--- src/rtl/sequence_generator.sv ---
// Serial pattern transmitter: sends a PAT_W-bit pattern MSB-first, repeated
// reps times with gap idle cycles between repeats. All outputs are registered.
//
// state | meaning
// IDLE  | waiting for start; sent_count holds the last result
// SHIFT | driving pattern bits, one per cycle
// GAP   | idle bits between two repeats
// DONE  | one-cycle completion pulse
module sequence_generator #(
    parameter int PAT_W = 3,
    parameter int CNT_W = 8,
    parameter int GAP_W = 4
) (
    input  logic             clk,
    input  logic             rst,
    input  logic             start,
    input  logic             abort,
    input  logic [PAT_W-1:0] pattern,
    input  logic [CNT_W-1:0] reps,
    input  logic [GAP_W-1:0] gap,
    output logic             dout,
    output logic             dout_valid,
    output logic             busy,
    output logic             done,
    output logic [CNT_W-1:0] sent_count
);

    localparam int BIT_W = (PAT_W > 1) ? $clog2(PAT_W) : 1;
    localparam logic [BIT_W-1:0] BIT_LAST = BIT_W'(PAT_W - 1);
    localparam logic [CNT_W-1:0] SENT_MAX = '1;

    typedef enum logic [1:0] {
        IDLE  = 2'd0,
        SHIFT = 2'd1,
        GAP   = 2'd2,
        DONE  = 2'd3
    } state_t;

    state_t             state, state_n;
    logic [PAT_W-1:0]   pat_q, pat_n;
    logic [PAT_W-1:0]   sh_q, sh_n;
    logic [PAT_W-1:0]   shifted;
    logic [CNT_W-1:0]   reps_q, reps_n;
    logic [GAP_W-1:0]   gap_q, gap_n;
    logic [GAP_W-1:0]   gap_cnt, gap_cnt_n;
    logic [BIT_W-1:0]   bit_cnt, bit_cnt_n;
    logic               dout_n, valid_n, busy_n, done_n;
    logic [CNT_W-1:0]   sent_n;

    assign shifted = sh_q << 1;

    // State, latched configuration, counters and registered outputs.
    always_ff @(posedge clk or posedge rst) begin
        if (rst) begin
            state      <= IDLE;
            pat_q      <= '0;
            sh_q       <= '0;
            reps_q     <= '0;
            gap_q      <= '0;
            gap_cnt    <= '0;
            bit_cnt    <= '0;
            dout       <= 1'b0;
            dout_valid <= 1'b0;
            busy       <= 1'b0;
            done       <= 1'b0;
            sent_count <= '0;
        end else begin
            state      <= state_n;
            pat_q      <= pat_n;
            sh_q       <= sh_n;
            reps_q     <= reps_n;
            gap_q      <= gap_n;
            gap_cnt    <= gap_cnt_n;
            bit_cnt    <= bit_cnt_n;
            dout       <= dout_n;
            dout_valid <= valid_n;
            busy       <= busy_n;
            done       <= done_n;
            sent_count <= sent_n;
        end
    end

    // Next state plus the output values for the cycle after the coming edge.
    always_comb begin
        state_n   = state;
        pat_n     = pat_q;
        sh_n      = sh_q;
        reps_n    = reps_q;
        gap_n     = gap_q;
        gap_cnt_n = gap_cnt;
        bit_cnt_n = bit_cnt;
        dout_n    = 1'b0;
        valid_n   = 1'b0;
        busy_n    = 1'b0;
        done_n    = 1'b0;
        sent_n    = sent_count;

        case (state)
            IDLE: begin
                if (start) begin
                    pat_n  = pattern;
                    reps_n = reps;
                    gap_n  = gap;
                    sent_n = '0;
                    if (reps == '0) begin
                        state_n = DONE;
                        done_n  = 1'b1;
                    end else begin
                        state_n   = SHIFT;
                        sh_n      = pattern;
                        bit_cnt_n = BIT_LAST;
                        dout_n    = pattern[PAT_W-1];
                        valid_n   = 1'b1;
                        busy_n    = 1'b1;
                    end
                end
            end

            SHIFT: begin
                if (abort) begin
                    state_n = IDLE;
                end else if (bit_cnt != '0) begin
                    sh_n      = shifted;
                    bit_cnt_n = bit_cnt - 1'b1;
                    dout_n    = shifted[PAT_W-1];
                    valid_n   = 1'b1;
                    busy_n    = 1'b1;
                end else begin
                    // Last bit of a repeat ends at this edge.
                    sent_n = (sent_count == SENT_MAX) ? sent_count : sent_count + 1'b1;
                    reps_n = reps_q - 1'b1;
                    if (reps_q > CNT_W'(1)) begin
                        if (gap_q == '0) begin
                            sh_n      = pat_q;
                            bit_cnt_n = BIT_LAST;
                            dout_n    = pat_q[PAT_W-1];
                            valid_n   = 1'b1;
                        end else begin
                            state_n   = GAP;
                            gap_cnt_n = gap_q;
                        end
                        busy_n = 1'b1;
                    end else begin
                        state_n = DONE;
                        done_n  = 1'b1;
                    end
                end
            end

            GAP: begin
                if (abort) begin
                    state_n = IDLE;
                end else if (gap_cnt == GAP_W'(1)) begin
                    state_n   = SHIFT;
                    sh_n      = pat_q;
                    bit_cnt_n = BIT_LAST;
                    dout_n    = pat_q[PAT_W-1];
                    valid_n   = 1'b1;
                    busy_n    = 1'b1;
                end else begin
                    gap_cnt_n = gap_cnt - 1'b1;
                    busy_n    = 1'b1;
                end
            end

            DONE: begin
                state_n = IDLE;
            end

            default: begin
                state_n = IDLE;
            end
        endcase
    end

endmodule

--- config.mk ---
export PLATFORM = sky130hd
export DESIGN_NAME = sequence_generator
export DESIGN_NICKNAME = d
export VERILOG_FILES = /design/src/rtl/sequence_generator.sv
export SDC_FILE = /design/constraint.sdc
export NUM_CORES = 1
export LEC_CHECK = 0
export BUFFER_PORTS_ARGS = -buffer_cell sky130_fd_sc_hd__buf_4
export CORE_MARGIN = 4
export CORE_UTILIZATION = 40
export CTS_CLUSTER_DIAMETER = 120
export CTS_CLUSTER_SIZE = 12
export DETAILED_ROUTE_END_ITERATION = 16
export SLEW_MARGIN = 10
export SYNTH_ARGS = -nofsm -noshare
export SYNTH_HDL_FRONTEND = slang
export SYNTH_SLANG_ARGS = --single-unit
--- constraint.sdc ---
create_clock -name clk -period 3.1 [get_ports clk]
set_input_delay 0.775 -clock clk [delete_from_list [all_inputs] [get_ports clk]]
set_output_delay 0.775 -clock clk [all_outputs]
set_load 0.01 [all_outputs]
* After elaboration in Yosys (flattened, before gate mapping)
Cells that the tools add are included.
W data, S select, Z words.
** Operators by class
- Reduce and logical (&&, ||, !) cells :: 13
- Order comparisons :: 1
- Add/subtract/negate cells :: 4
- Eq/ne operators :: 20
- Multiplexer cells :: 72
** Operators by type and width (number)
- $mux W8 :: 7
- $mux W2 :: 24
- $pmux W8 S2 :: 2
- $mux W1 :: 25
- $mux W4 :: 6
- $ne A2 B2 Y1 const B :: 10
- $ne A3 B3 Y1 const B :: 4
- $pmux W2 S3 :: 2
- $pmux W1 S3 :: 3
- $add A8 B1 Y8 const B :: 1
- $eq A8 B8 Y1 const B :: 1
- $gt A8 B1 Y1 const B :: 1
- $logic_not A8 Y1 :: 1
- $pmux W2 S4 :: 1
- $pmux W4 S2 :: 1
- $reduce_and A4 Y1 :: 2
- $reduce_and A8 Y1 :: 1
- $sub A8 B1 Y8 const B :: 1
- $reduce_and A7 Y1 :: 1
- $reduce_bool A2 Y1 :: 3
- $reduce_and A5 Y1 :: 1
- $eq A2 B2 Y1 const B :: 2
- $eq A4 B1 Y1 const B :: 1
- $logic_not A4 Y1 :: 1
- other kinds (8) :: 8
** Word-level totals
- Register bits after elaboration :: 37
- Logic and storage cells :: 122
- Output and inout bits :: 12
- Input bits :: 19

* Logic depth before layout (Yosys ltp)
- Depth after elaboration :: 6
- Mapped depth :: 8
- Gate-level depth less buffers :: 7

* Worst setup path after synthesis
Ideal clock, no wire load.
- Kind :: input-to-reg
- From :: in abort
- To :: reg bit_cnt[1]
- Data required time :: 2.975 ns
- Stages on the path :: 5
- Buffers on the path :: 1
- Data arrival time :: 1.915 ns
- Setup time :: 0.125 ns
- Path slack :: 1.060 ns
- Cells stage by stage :: buf_6 a211oi_1 a21oi_1 a311oi_4 mux2_2
** Between the ends
- Word-level cells in the longest chain between the ends :: 2
- Elaborated cells between the ends (all ways) :: 3
- Those cells by class :: eq/ne (2); reduce/logical (1)
** RTL lines
- from (decl) :: RTL line 17 : input logic abort,
- $ne A2 B2 Y1 (no line)
- $reduce_and A8 Y1 (no line) *
- to (signal assigned) :: RTL line 74 : bit_cnt <= bit_cnt_n;
- to (decl) :: RTL line 46 : logic [BIT_W-1:0] bit_cnt, bit_cnt_n;
Every way passes the cells marked *; elsewhere a longest branch is shown, timed or not.
A chain may end at the register's enable or synchronous reset.

* Worst setup path after layout
- From :: reg bit_cnt[0]
- To :: reg reps_q[2]
** Between the ends
- Word-level cells in the longest chain between the ends :: 3
** RTL lines
- $reduce_bool A2 Y1 :: RTL line 122 : end else if (bit_cnt != '0) begin
- $ne A2 B2 Y1 (no line)
- $reduce_and A4 Y1 (no line)
- to (signal assigned) :: RTL line 71 : reps_q <= reps_n;
- to (decl) :: RTL line 43 : logic [CNT_W-1:0] reps_q, reps_n;
Every way passes these cells.

==> results.sh <==
export IMPL_synthCells=239
export IMPL_syn_num_nets=269
export IMPL_ir_drop_mv=0.322
export IMPL_clockBufferDepth=2
export IMPL_drt_pass1_iter_count=4
export IMPL_grt_first_pass_wirelength_um=8410
export IMPL_layout_commonest_cell="dfrtp_1"
export IMPL_gp_congestion=0.774
export IMPL_grt_max_degree=38
export IMPL_grt_antenna_before_repair=0
export IMPL_cp_arrival_ns=2.39
export IMPL_synth_top_family_by_area="compound AO/OA/AOI/OAI gates"
export IMPL_cts_max_level=2
export IMPL_rr_endpoint="reps_q[2]"
export IMPL_n_antenna_cell=0
export IMPL_fmax_mhz=448
export IMPL_finalSetupViolCount=0
export IMPL_synth_area_leader_cell="dfrtp_1"
export IMPL_drv_cap=0
export IMPL_multi_input_area_um2=1230
export IMPL_synth_area_um2=2270
export IMPL_nets=301
export IMPL_slowest_delay_ns=0.53
export IMPL_ys_warn_count=0
export IMPL_area_delta_synth_final_pct=16.5
export IMPL_postSynth_asyncResetShare=1.00
export IMPL_internal_power_mw=1.37
export IMPL_p_leak_nw=1.15
export IMPL_synthSimpleGateAreaFrac=0.200
export IMPL_io_pins=31
export IMPL_setup_worst_path_end_class="flip-flop"
export IMPL_cts_resized=0
export IMPL_synth_top_cells_by_area="dfrtp_1, ha_1, mux2_2"
export IMPL_dp_hpwl_um=3500
export IMPL_cts_sinks=37
export IMPL_whs_ns=0.486
export IMPL_synth_mux_area_frac=0.0573
export IMPL_vias=1824
export IMPL_grt_pass1_vias=1789
export IMPL_drive_above_1_share=0.217
export IMPL_r2r_cells=8
export IMPL_drc=0
export IMPL_p_clk_frac=0.132
export IMPL_syn_mean_instance_area_um2=9.51
export IMPL_drt_vias_per_instance=5.30
export IMPL_synth_fa_ha_area_frac=0.0606
export IMPL_crit_path_top_delay_cell="a211oi_4"
export IMPL_drt_total_wl_um=4800
export IMPL_cp_top_family="compound AO/OA/AOI/OAI gates"
export IMPL_whs_path_depth=2
export IMPL_status="finished, final reports clean"
export IMPL_synth_edf_count=0
export IMPL_synth_xor_area_frac=0.0116
export IMPL_relSlewSlack=0.638
export IMPL_clock_skew_ns=0.00393
export IMPL_finalCriticalPeriod_ns=2.23
export IMPL_synth_distinct_cells=51
export IMPL_swShare=0.433
export IMPL_r2r_slack_ns=0.87
export IMPL_cts_tree="yes"
export IMPL_power_frac_seq=0.361
export IMPL_grtUsageTotal=0.145
export IMPL_crit_type="flip-flop to flip-flop"
export IMPL_reg2reg_from="bit_cnt[0]"
export IMPL_fp_row_count=27
export IMPL_portBuffers=30
export IMPL_insertion_delay_ns=0.28
export IMPL_synth_seq_cells=37
export IMPL_cts_buffers=5
export IMPL_grt_most_used_layer="met2"
export IMPL_routedWlPerCell_um=13.9
export IMPL_cts_root_buf="clkbuf_8"
export IMPL_die_area_um2=6950
export IMPL_worst_pin_slew_ns=0.544
export IMPL_switchingPower_mw=1.04
export IMPL_drtIter0Drc=107
export IMPL_ys_seq_area_frac=0.407
export IMPL_clkTransAtPathRegs_ns=0.07
export IMPL_fillers=534
export IMPL_crit_fanout=13
export IMPL_rsz0062_at_grt="no"
export IMPL_final_hold_viol_count=0
export IMPL_postRouteAntennaNets=0
export IMPL_regArea_um2=926
export IMPL_synth_flop_cell="dfrtp_1"
export IMPL_use_met3=0.0327
export IMPL_synth_compound_area_frac=0.214
export IMPL_fin_setup_tns_ns=0
export IMPL_post_cts_buffers=0
export IMPL_core_area_um2=5510
export IMPL_critPathBufInv=2
export IMPL_gr_total_overflow=0
export IMPL_synth_top_cell_area_share=0.407
export IMPL_die_x_um=83.4
export IMPL_required_ns=3.25
export IMPL_hold_path_end="pat_q[0]"
export IMPL_cts_hold_buf=0
export IMPL_place_area_um2=2570
export IMPL_finalInstanceArea_um2=2650
export IMPL_worstPathCellList="inv_1 -> ha_1 -> nand2b_4 -> a211oi_4 -> buf_4 -> nand3_1 -> o21ai_0 -> a21oi_1"
export IMPL_slew_violations=0
export IMPL_start_kind="flip-flop"
export IMPL_hold_path_class="flip-flop to flip-flop"
export IMPL_layout_common_cells="dfrtp_1, buf_4, nand2_1"
export IMPL_die_h_um=83.4
export IMPL_use_met2=0.241
export IMPL_powerDensity_nw_per_um2=912
export IMPL_worstHoldStart="pat_q[0]"
export IMPL_min_period_over_period=0.720
export IMPL_initial_core_util=0.413
export IMPL_combinationalPowerShare=0.508
export IMPL_grt_use_met1=0.191
stage by stage:
stage | std cells | power (mW) | worst slack (ns) | utilization
after floorplan | 239 | 1.80 | 1.06 | -
after global placement | 336 | 2.08 | 0.875 | 0.466
after detailed placement | 336 | 2.11 | 0.858 | 0.466
after CTS | 344 | 2.44 | 0.860 | 0.481
after global routing | 344 | 2.65 | 0.601 | 0.481
final | 344 | 2.41 | 0.868 | 0.481
power by group through the flow:
stage	Sequential [mW]	Clock [mW]	Combinational, mW
floorplan	0.848	0	0.956
global placement	0.877	0	1.21
detailed placement	0.879	0	1.23
CTS	0.872	0.330	1.24
global route	0.902	0.351	1.40
finish	0.871	0.318	1.23
cells by family after synthesis:
| kind of cell | count (synthesis) |
|---|---|
| flip-flops | 37 |
| AND/OR/NAND/NOR | 79 |
| buffers and inverters | 26 |
| XOR/XNOR | 3 |
| multiplexers | 12 |
| AO/OA/AOI/OAI | 71 |
| adder cells (fa/ha/maj) | 11 |
worst max path at each step:
stage                     slack (ns)        from             to  cells past startpoint
after global routing            0.60  bit_cnt[0]  sent_count[2]                      7
after floorplan                 1.06       abort     bit_cnt[1]                      5
after global placement          0.87     reps[6]     bit_cnt[1]                      6
after CTS                       0.86  bit_cnt[0]      reps_q[3]                      8
after detailed placement        0.86     reps[2]     bit_cnt[1]                      6
final                           0.87  bit_cnt[0]      reps_q[2]                      8
cell usage after synthesis, types with 2 or more instances:
master and number:
o31ai_1 4, nand2_1 21, buf_2 5, nand3_1 10, mux2i_1 4, a21oi_1 16
nor2_1 20, nor4_1 2, o21ai_0 17, inv_1 18, nor3_1 3, o211ai_1 3
nor4_4 2, a22oi_1 3, mux2_2 8, clkbuf_1 2, nor2b_1 2, a21o_1 3
a211oi_1 2, o22ai_1 6, nor3b_1 2, ha_1 11, a31oi_1 5, nor3_4 2
nand2b_1 2, xnor2_1 2, dfrtp_1 37, nand4_1 4
routing by layer:
metal  share of wire  vias to the layer above  routed length (um)
met5               0                        -                   0
met4          0.0092                        0                  44
met3           0.035                        5                 167
met2            0.48                       27                2310
met1            0.48                      861                2280
li1                -                      931                   -
registers in the layout, summed over array words and instances (netlist names):
signal / cells
gap_q: 4
bit_cnt: 2
pat_q: 3
busy: 1
state: 2
done: 1
sh_q: 2
reps_q: 8
dout: 1
sent_count: 8
dout_valid: 1
gap_cnt: 4
area by class of cell:
class                   count  share of cell area
clock buffers               8              0.0303
inverters                  18              0.0255
multi-input cells         176               0.467
flip-flops and latches     37               0.350
well taps                  72              0.0340
repair buffers             33              0.0936
tightest hold or removal path: stages (launching register included):
cell and delay (ns):
dfrtp_1 0.35, nand2_1 0.05, o21ai_0 0.06
(Power assumes the default switching activity.)
